## config.mk

```make
export PLATFORM = sky130hd
export DESIGN_NAME = wash_sequencer_param
export DESIGN_NICKNAME = d
export VERILOG_FILES = /design/src/rtl/wash_pkg.sv /design/src/rtl/wash_phase_timer.sv /design/src/rtl/wash_sequencer_param.sv
export SDC_FILE = /design/constraint.sdc
export NUM_CORES = 1
export LEC_CHECK = 0
export CAP_MARGIN = 20
export CORE_MARGIN = 5
export CORE_UTILIZATION = 27
export CTS_CLUSTER_DIAMETER = 100
export DETAILED_ROUTE_END_ITERATION = 7
export GPL_TIMING_DRIVEN = 0
export PLACE_DENSITY_LB_ADDON = 0.3
export SLEW_MARGIN = 20
export SYNTH_ARGS = -nofsm -noshare
export SYNTH_HDL_FRONTEND = slang
export SYNTH_SLANG_ARGS = --single-unit
```

## constraint.sdc

```tcl
create_clock -name clock -period 8.95 [get_ports clock]
set_input_delay 1.79 -clock clock [delete_from_list [all_inputs] [get_ports clock]]
set_output_delay 1.79 -clock clock [all_outputs]
set_load 0.03 [all_outputs]
```

## src/rtl/wash_pkg.sv

```systemverilog
// Shared definitions for the parametrised washing-machine sequencer:
// one-hot state encodings, error_code bit positions, mode codes and duration scaling.
package wash_pkg;

  typedef enum logic [8:0] {
    ST_IDLE     = 9'h001,
    ST_READY    = 9'h002,
    ST_FILL     = 9'h004,
    ST_WASH     = 9'h008,
    ST_RINSE    = 9'h010,
    ST_SPIN     = 9'h020,
    ST_DRAIN    = 9'h040,
    ST_COMPLETE = 9'h080,
    ST_ERROR    = 9'h100
  } state_t;

  localparam int ERR_MOTOR    = 0;
  localparam int ERR_PRESSURE = 1;
  localparam int ERR_SENSOR   = 2;
  localparam int ERR_DOOR     = 3;

  localparam logic [1:0] MODE_NORMAL = 2'd0;
  localparam logic [1:0] MODE_QUICK  = 2'd1;
  localparam logic [1:0] MODE_HEAVY  = 2'd2;

  // Quick halves (never below 1), heavy doubles; everything saturates at max_val.
  function automatic logic [31:0] scale_ticks(input logic [31:0] base,
                                              input logic [1:0]  mode,
                                              input logic [31:0] max_val);
    logic [32:0] dbl;
    logic [31:0] half;
    dbl  = {base, 1'b0};
    half = base >> 1;
    scale_ticks = (base > max_val) ? max_val : base;
    case (mode)
      MODE_QUICK: begin
        if (half == 32'd0)      scale_ticks = 32'd1;
        else if (half > max_val) scale_ticks = max_val;
        else                     scale_ticks = half;
      end
      MODE_HEAVY: scale_ticks = (dbl > {1'b0, max_val}) ? max_val : dbl[31:0];
      default: ;
    endcase
  endfunction

endpackage

```

## src/rtl/wash_phase_timer.sv

```systemverilog
// Phase down-counter: loads a duration on phase entry, counts to zero, flags the last tick.
module wash_phase_timer #(
  parameter int TIMER_W = 8
) (
  input  logic               clock,
  input  logic               reset,
  input  logic               load,
  input  logic [TIMER_W-1:0] load_val,
  input  logic               hold,
  output logic [TIMER_W-1:0] count,
  output logic               done
);

  always_ff @(posedge clock or negedge reset) begin
    if (!reset) begin
      count <= '0;
    end else if (load) begin
      count <= load_val;
    end else if (!hold && count != '0) begin
      count <= count - TIMER_W'(1);
    end
  end

  assign done = (count == TIMER_W'(1));

endmodule

```

## src/rtl/wash_sequencer_param.sv

```systemverilog
// Parametrised washing-machine cycle controller with timed phases, modes and rinse passes.
// Optional pause support is enabled by defining WASH_SEQ_PAUSE_EN.
module wash_sequencer_param
  import wash_pkg::*;
#(
  parameter int TIMER_W     = 8,
  parameter int FILL_TICKS  = 4,
  parameter int WASH_TICKS  = 8,
  parameter int RINSE_TICKS = 6,
  parameter int SPIN_TICKS  = 5,
  parameter int DRAIN_TICKS = 3,
  parameter int MAX_RINSES  = 3,
  parameter int RINSE_W     = 2
) (
  input  logic               clock,
  input  logic               reset,
  input  logic               sig_door_closed,
  input  logic               sig_start_button,
  input  logic               sig_cancel_button,
  input  logic               sig_pause_button,
  input  logic               sig_Motor_Failure,
  input  logic               sig_Low_Water_Pressure,
  input  logic               sig_Sensor_Malfunction,
  input  logic [1:0]         mode,
  input  logic [RINSE_W-1:0] rinse_sel,
  output logic [8:0]         state,
  output logic               complete,
  output logic               water_filling,
  output logic               door_locked,
  output logic               motor_on,
  output logic               drain_pump,
  output logic [3:0]         error_code,
  output logic [RINSE_W-1:0] rinse_index,
  output logic [TIMER_W-1:0] ticks_left
);

  localparam logic [31:0] TMAX = (32'd1 << TIMER_W) - 32'd1;

  state_t             state_q, state_nx;
  logic               start_prev, start_edge, raw_fault, is_locked, paused, expired;
  logic [3:0]         fault_bits, err_nx;
  logic [1:0]         mode_q, mode_nx;
  logic [RINSE_W-1:0] tgt_q, tgt_nx, rinse_nx, done_cnt;
  logic               wash_done_q, wash_done_nx;
  logic               after_rinse_q, after_rinse_nx;
  logic               abort_q, abort_nx;
  logic               tmr_load, tmr_done;
  logic [TIMER_W-1:0] tmr_val;

  function automatic logic [TIMER_W-1:0] phase_ticks(input state_t s, input logic [1:0] m);
    logic [31:0] base;
    logic [31:0] full;
    case (s)
      ST_FILL:  base = 32'(FILL_TICKS);
      ST_WASH:  base = 32'(WASH_TICKS);
      ST_RINSE: base = 32'(RINSE_TICKS);
      ST_SPIN:  base = 32'(SPIN_TICKS);
      ST_DRAIN: base = 32'(DRAIN_TICKS);
      default:  base = 32'd0;
    endcase
    full = (base == 32'd0) ? 32'd0 : scale_ticks(base, m, TMAX);
    return full[TIMER_W-1:0];
  endfunction

  assign start_edge = sig_start_button && !start_prev;
  assign raw_fault  = sig_Motor_Failure || sig_Low_Water_Pressure || sig_Sensor_Malfunction;
  assign is_locked  = state_q inside {ST_FILL, ST_WASH, ST_RINSE, ST_SPIN, ST_DRAIN};

`ifdef WASH_SEQ_PAUSE_EN
  assign paused = sig_pause_button && is_locked;
`else
  logic unused_pause;
  assign unused_pause = sig_pause_button;
  assign paused       = 1'b0;
`endif

  assign expired = tmr_done && !paused;

  always_comb begin
    fault_bits               = '0;
    fault_bits[ERR_MOTOR]    = sig_Motor_Failure && (state_q inside {ST_WASH, ST_RINSE, ST_SPIN});
    fault_bits[ERR_PRESSURE] = sig_Low_Water_Pressure && (state_q == ST_FILL);
    fault_bits[ERR_SENSOR]   = sig_Sensor_Malfunction && is_locked;
    fault_bits[ERR_DOOR]     = !sig_door_closed && is_locked;
  end

  always_comb begin
    state_nx       = state_q;
    mode_nx        = mode_q;
    tgt_nx         = tgt_q;
    rinse_nx       = rinse_index;
    wash_done_nx   = wash_done_q;
    after_rinse_nx = after_rinse_q;
    abort_nx       = abort_q;
    err_nx         = error_code;
    done_cnt       = rinse_index + RINSE_W'(after_rinse_q);

    if (|fault_bits) begin
      state_nx = ST_ERROR;
      err_nx   = error_code | fault_bits;
      rinse_nx = '0;
      abort_nx = 1'b0;
    end else if (sig_cancel_button && (state_q inside {ST_FILL, ST_WASH, ST_RINSE, ST_SPIN})) begin
      state_nx = ST_DRAIN;
      abort_nx = 1'b1;
    end else begin
      case (state_q)
        ST_IDLE: if (sig_door_closed) state_nx = ST_READY;
        ST_READY: begin
          if (!sig_door_closed || sig_cancel_button) begin
            state_nx = ST_IDLE;
          end else if (start_edge && !raw_fault) begin
            state_nx       = ST_FILL;
            mode_nx        = mode;
            tgt_nx         = (32'(rinse_sel) > 32'(MAX_RINSES)) ? RINSE_W'(MAX_RINSES) : rinse_sel;
            rinse_nx       = '0;
            wash_done_nx   = 1'b0;
            after_rinse_nx = 1'b0;
            abort_nx       = 1'b0;
            err_nx         = '0;
          end
        end
        ST_FILL: if (expired) state_nx = wash_done_q ? ST_RINSE : ST_WASH;
        ST_WASH: begin
          if (expired) begin
            state_nx       = ST_DRAIN;
            wash_done_nx   = 1'b1;
            after_rinse_nx = 1'b0;
          end
        end
        ST_RINSE: begin
          if (expired) begin
            state_nx       = ST_DRAIN;
            after_rinse_nx = 1'b1;
          end
        end
        ST_SPIN: if (expired) state_nx = ST_COMPLETE;
        ST_DRAIN: begin
          if (expired) begin
            if (abort_q) begin
              state_nx = ST_IDLE;
              abort_nx = 1'b0;
            end else begin
              rinse_nx       = done_cnt;
              after_rinse_nx = 1'b0;
              state_nx       = (done_cnt >= tgt_q) ? ST_SPIN : ST_FILL;
            end
          end
        end
        ST_COMPLETE: if (!sig_door_closed) state_nx = ST_IDLE;
        ST_ERROR: begin
          // Forced drain empties the drum before the machine returns to IDLE.
          if (sig_cancel_button && !raw_fault && sig_door_closed) begin
            state_nx = ST_DRAIN;
            abort_nx = 1'b1;
          end
        end
        default: state_nx = ST_IDLE;
      endcase
    end
  end

  assign tmr_load = (state_nx != state_q);
  assign tmr_val  = phase_ticks(state_nx, mode_nx);

  wash_phase_timer #(.TIMER_W(TIMER_W)) u_timer (
    .clock    (clock),
    .reset    (reset),
    .load     (tmr_load),
    .load_val (tmr_val),
    .hold     (paused),
    .count    (ticks_left),
    .done     (tmr_done)
  );

  always_ff @(posedge clock or negedge reset) begin
    if (!reset) begin
      state_q       <= ST_IDLE;
      start_prev    <= 1'b1;
      mode_q        <= MODE_NORMAL;
      tgt_q         <= '0;
      rinse_index   <= '0;
      wash_done_q   <= 1'b0;
      after_rinse_q <= 1'b0;
      abort_q       <= 1'b0;
      error_code    <= '0;
      complete      <= 1'b0;
      water_filling <= 1'b0;
      door_locked   <= 1'b0;
      motor_on      <= 1'b0;
      drain_pump    <= 1'b0;
    end else begin
      state_q       <= state_nx;
      start_prev    <= sig_start_button;
      mode_q        <= mode_nx;
      tgt_q         <= tgt_nx;
      rinse_index   <= rinse_nx;
      wash_done_q   <= wash_done_nx;
      after_rinse_q <= after_rinse_nx;
      abort_q       <= abort_nx;
      error_code    <= err_nx;
      complete      <= (state_nx == ST_COMPLETE);
      water_filling <= (state_nx == ST_FILL) && !paused;
      door_locked   <= state_nx inside {ST_FILL, ST_WASH, ST_RINSE, ST_SPIN, ST_DRAIN};
      motor_on      <= (state_nx inside {ST_WASH, ST_RINSE, ST_SPIN}) && !paused;
      drain_pump    <= (state_nx == ST_DRAIN) && !paused;
    end
  end

  assign state = state_q;

endmodule
```

==> reports/qor.yml <==
p_seq_share_pct: 32.0
post_cts_resized: 0
ant_nets: 0
p_leak_nw: 1.38
critical-path-max-stage-delay_ns: 0.71
synth_xor_area_share_pct: 2.43
finalCriticalPeriod_ns: 4.98
vias: 2293
final_cell_mix: "clkdlybuf4s50_1, dfrtp_1, nand2_1, nor2_1, a21oi_1"
layout-drive-gt1-share_pct: 14.8
grt_usage_pct: 12.4
cts_tree: "yes"
crit_family: "simple AND/OR/NAND/NOR gates"
dpl_cell_area_sq_um: 3080
fmax_mhz: 201
nets: 336
synth_mux_area_share_pct: 5.26
vias_per_cell: 5.36
grt_pass1_vias: 2217
setup_viol: 0
rows: 35
coreArea_sq_um: 9200
grt_pass1_wl_um: 11400
swShare_pct: 39.3
first_iter_violations: 119
crit_path_max_fanout: 9
cts.clk_slew.worst_paths_ns: 0.08
post_cts_buffers: 0
slew_violations: 0
required_ns: 9.13
rsz0062_at_grt: "no"
cts_root_buf: "clkbuf_8"
die_width_um: 107
num_io_pins: 41
top_layer: "met4"
yosysWarnings: 0
irDropWorstVdd_mv: 0.165
cts_buffers: 5
ctsHoldBuffers: 0
combPwrFrac_pct: 46.0
dr_wl_met3_um: 450
hold_ws_ns: 0.486
clock_power_share_pct: 22.1
slew_headroom_pct: 39.3
finalWirelength_um: 7040
wl_met1_um: 3320
yosysSeqAreaShare_pct: 35.8
cts_sinks: 36
diodes: 0
synth_compound_area_share_pct: 18.5
cellPowerDensity_nw_per_um2: 207
critPathCaptureType: "flop"
yosysUniqueCellTypes: 71
critical_path_buf_inv_count: 2
p_sw_uw: 259
avgSynthCellArea_sq_um: 9.38
grt_remaining_overflow: 0
rrSetupSlack_ns: 5.40
initial_core_util_pct: 27.4
worst_pin_slew_ns: 0.907
io_buffers: 39
clk_latency_ns: 0.29
cts.path.max_buffers: 2
status: "finished clean"
hold_path_class: "reg -> reg"
netlist_area_sq_um: 2520
synth_top_family_by_area: "simple AND/OR/NAND/NOR gates"
synthCells: 269
die_y_um: 107
yosys_register_bits: 36
max_cap_violations: 0
finalWeightedCongestion: 0.877
critPathKind: "in -> reg"
yosys.area_share.simple_pct: 28.5
synthToLayoutAreaGrowth_pct: 26.1
grt_max_degree: 20
finalHoldViolCount: 0
p_int_uw: 400
crit_chain: "clkdlybuf4s50_1 > nor4_1 > nand4b_1 > nor2_1 > mux2i_1 > inv_1 > ha_1 > o21ai_0 > a32o_1 > mux2_4"
setup_tns_ns: 0
layout_commonest_cell: "clkdlybuf4s50_1"
p_total_uw: 659
antenna_found_initial: 0
synth_fp_nets: 289
ys.flop_type: "dfrtp_1"
drc: 0
synth-edff-count: 0
start_kind: "input pin"
fin_crit_sh_pct: 55.6
wl_per_cell_um: 16.5
ctsHtreeMaxLevel: 2
dr_wl_met2_um: 3250
dr.pass1.iters: 5
die_area_sq_um: 11400
slowest_stage: "nor2_1"
fin_area_sq_um: 3180
synthArstFlopShare_pct: 100
skew_ns: 0.00317
dp_hpwl_um: 5320
fillers: 962
synthAdderAreaFrac_pct: 3.47
crit_arrival_ns: 5.15
[power groups by stage]
| stage | registers, mW | clock network, mW | logic, mW |
|---|---|---|---|
| floorplan | 0.238 | 0 | 0.187 |
| global placement | 0.214 | 0 | 0.296 |
| detailed placement | 0.213 | 0 | 0.300 |
| CTS | 0.211 | 0.149 | 0.301 |
| global route | 0.214 | 0.156 | 0.330 |
| finish | 0.211 | 0.145 | 0.303 |
[worst register-to-register path, stage by stage (launching register included)]
cell and delay, ns:
dfrtp_1 0.39, buf_6 0.15, nor3_2 0.46, nand3_1 0.22
nor2_1 0.75, mux2i_1 0.33, inv_1 0.09, ha_1 0.41
o21ai_0 0.13, a32o_1 0.28, mux2_4 0.25
[synth_stat cells, types with 4 or more instances]
cell | instances | area share (%)
nand3_1 | 11 | 2.2
xnor2_1 | 4 | 1.4
nand2_1 | 26 | 3.9
nor4_1 | 6 | 1.5
mux2i_1 | 5 | 2.0
o21ai_0 | 12 | 2.4
inv_1 | 14 | 2.1
nand4_1 | 10 | 2.5
clkbuf_1 | 5 | 0.74
nor2_1 | 20 | 3.0
ha_1 | 7 | 3.5
dfrtp_1 | 34 | 34
a21oi_1 | 17 | 3.4
nor3_1 | 6 | 1.2
nand2b_1 | 4 | 0.99
mux2_4 | 4 | 2.4
[cell families after synthesis]
logic type | count (synthesis)
AO/OA/AOI/OAI | 63
XOR/XNOR | 7
flip-flops | 36
AND/OR/NAND/NOR | 119
multiplexers | 11
buffers and inverters | 26
adder cells (fa/ha/maj) | 7
[final cells by class]
class / count / area, sq um / share of cell area [%]
Timing Repair Buffer: 40 / 413 / 13.0
Sequential cell: 36 / 903 / 28.4
Clock inverter: 2 / 35.0 / 1.10
Clock buffer: 6 / 72.6 / 2.28
Multi-Input combinational cell: 207 / 1470 / 46.1
Tap cell: 111 / 139 / 4.36
Buffer: 12 / 101 / 3.18
Inverter: 14 / 52.6 / 1.65
[per-stage QoR]
| step | std cells | utilization [%] | setup slack (ns) |
|---|---|---|---|
| after floorplan | 269 | - | 4.81 |
| after global placement | 419 | 33.2 | 3.72 |
| after detailed placement | 420 | 33.4 | 3.65 |
| after CTS | 428 | 34.6 | 3.96 |
| after global routing | 428 | 34.6 | 3.75 |
| final | 428 | 34.6 | 3.97 |
[sequential cells by signal (all words and copies together), names as in the netlist]
register / cells
motor_on: 1
error_code: 4
start_prev: 1
tgt_q: 2
wash_done_q: 1
abort_q: 1
u_timer.count: 8
after_rinse_q: 1
mode_q: 2
drain_pump: 1
door_locked: 1
rinse_index: 2
water_filling: 1
state: 9
complete: 1
[layer usage]
layer	track usage, %	up-vias
li1	-	1106
met1	17.0	1109
met2	20.2	74
met3	2.89	4
met4	2.19	0
met5	0	-
[path summary, 6_finish.rpt]
| check | depth (start not counted) | startpoint | to |
|---|---|---|---|
| worst min register to register | 2 | error_code[1] | error_code[1] |
| max in group asynchronous | 2 | reset | start_prev |
| worst max-delay path | 10 | sig_Motor_Failure | u_timer.count[0] |
| worst max register to register | 10 | state[4] | u_timer.count[0] |
| min in group asynchronous | 1 | reset | state[1] |
| worst min-delay path | 2 | error_code[1] | error_code[1] |
Power figures use the tool's default switching activity.
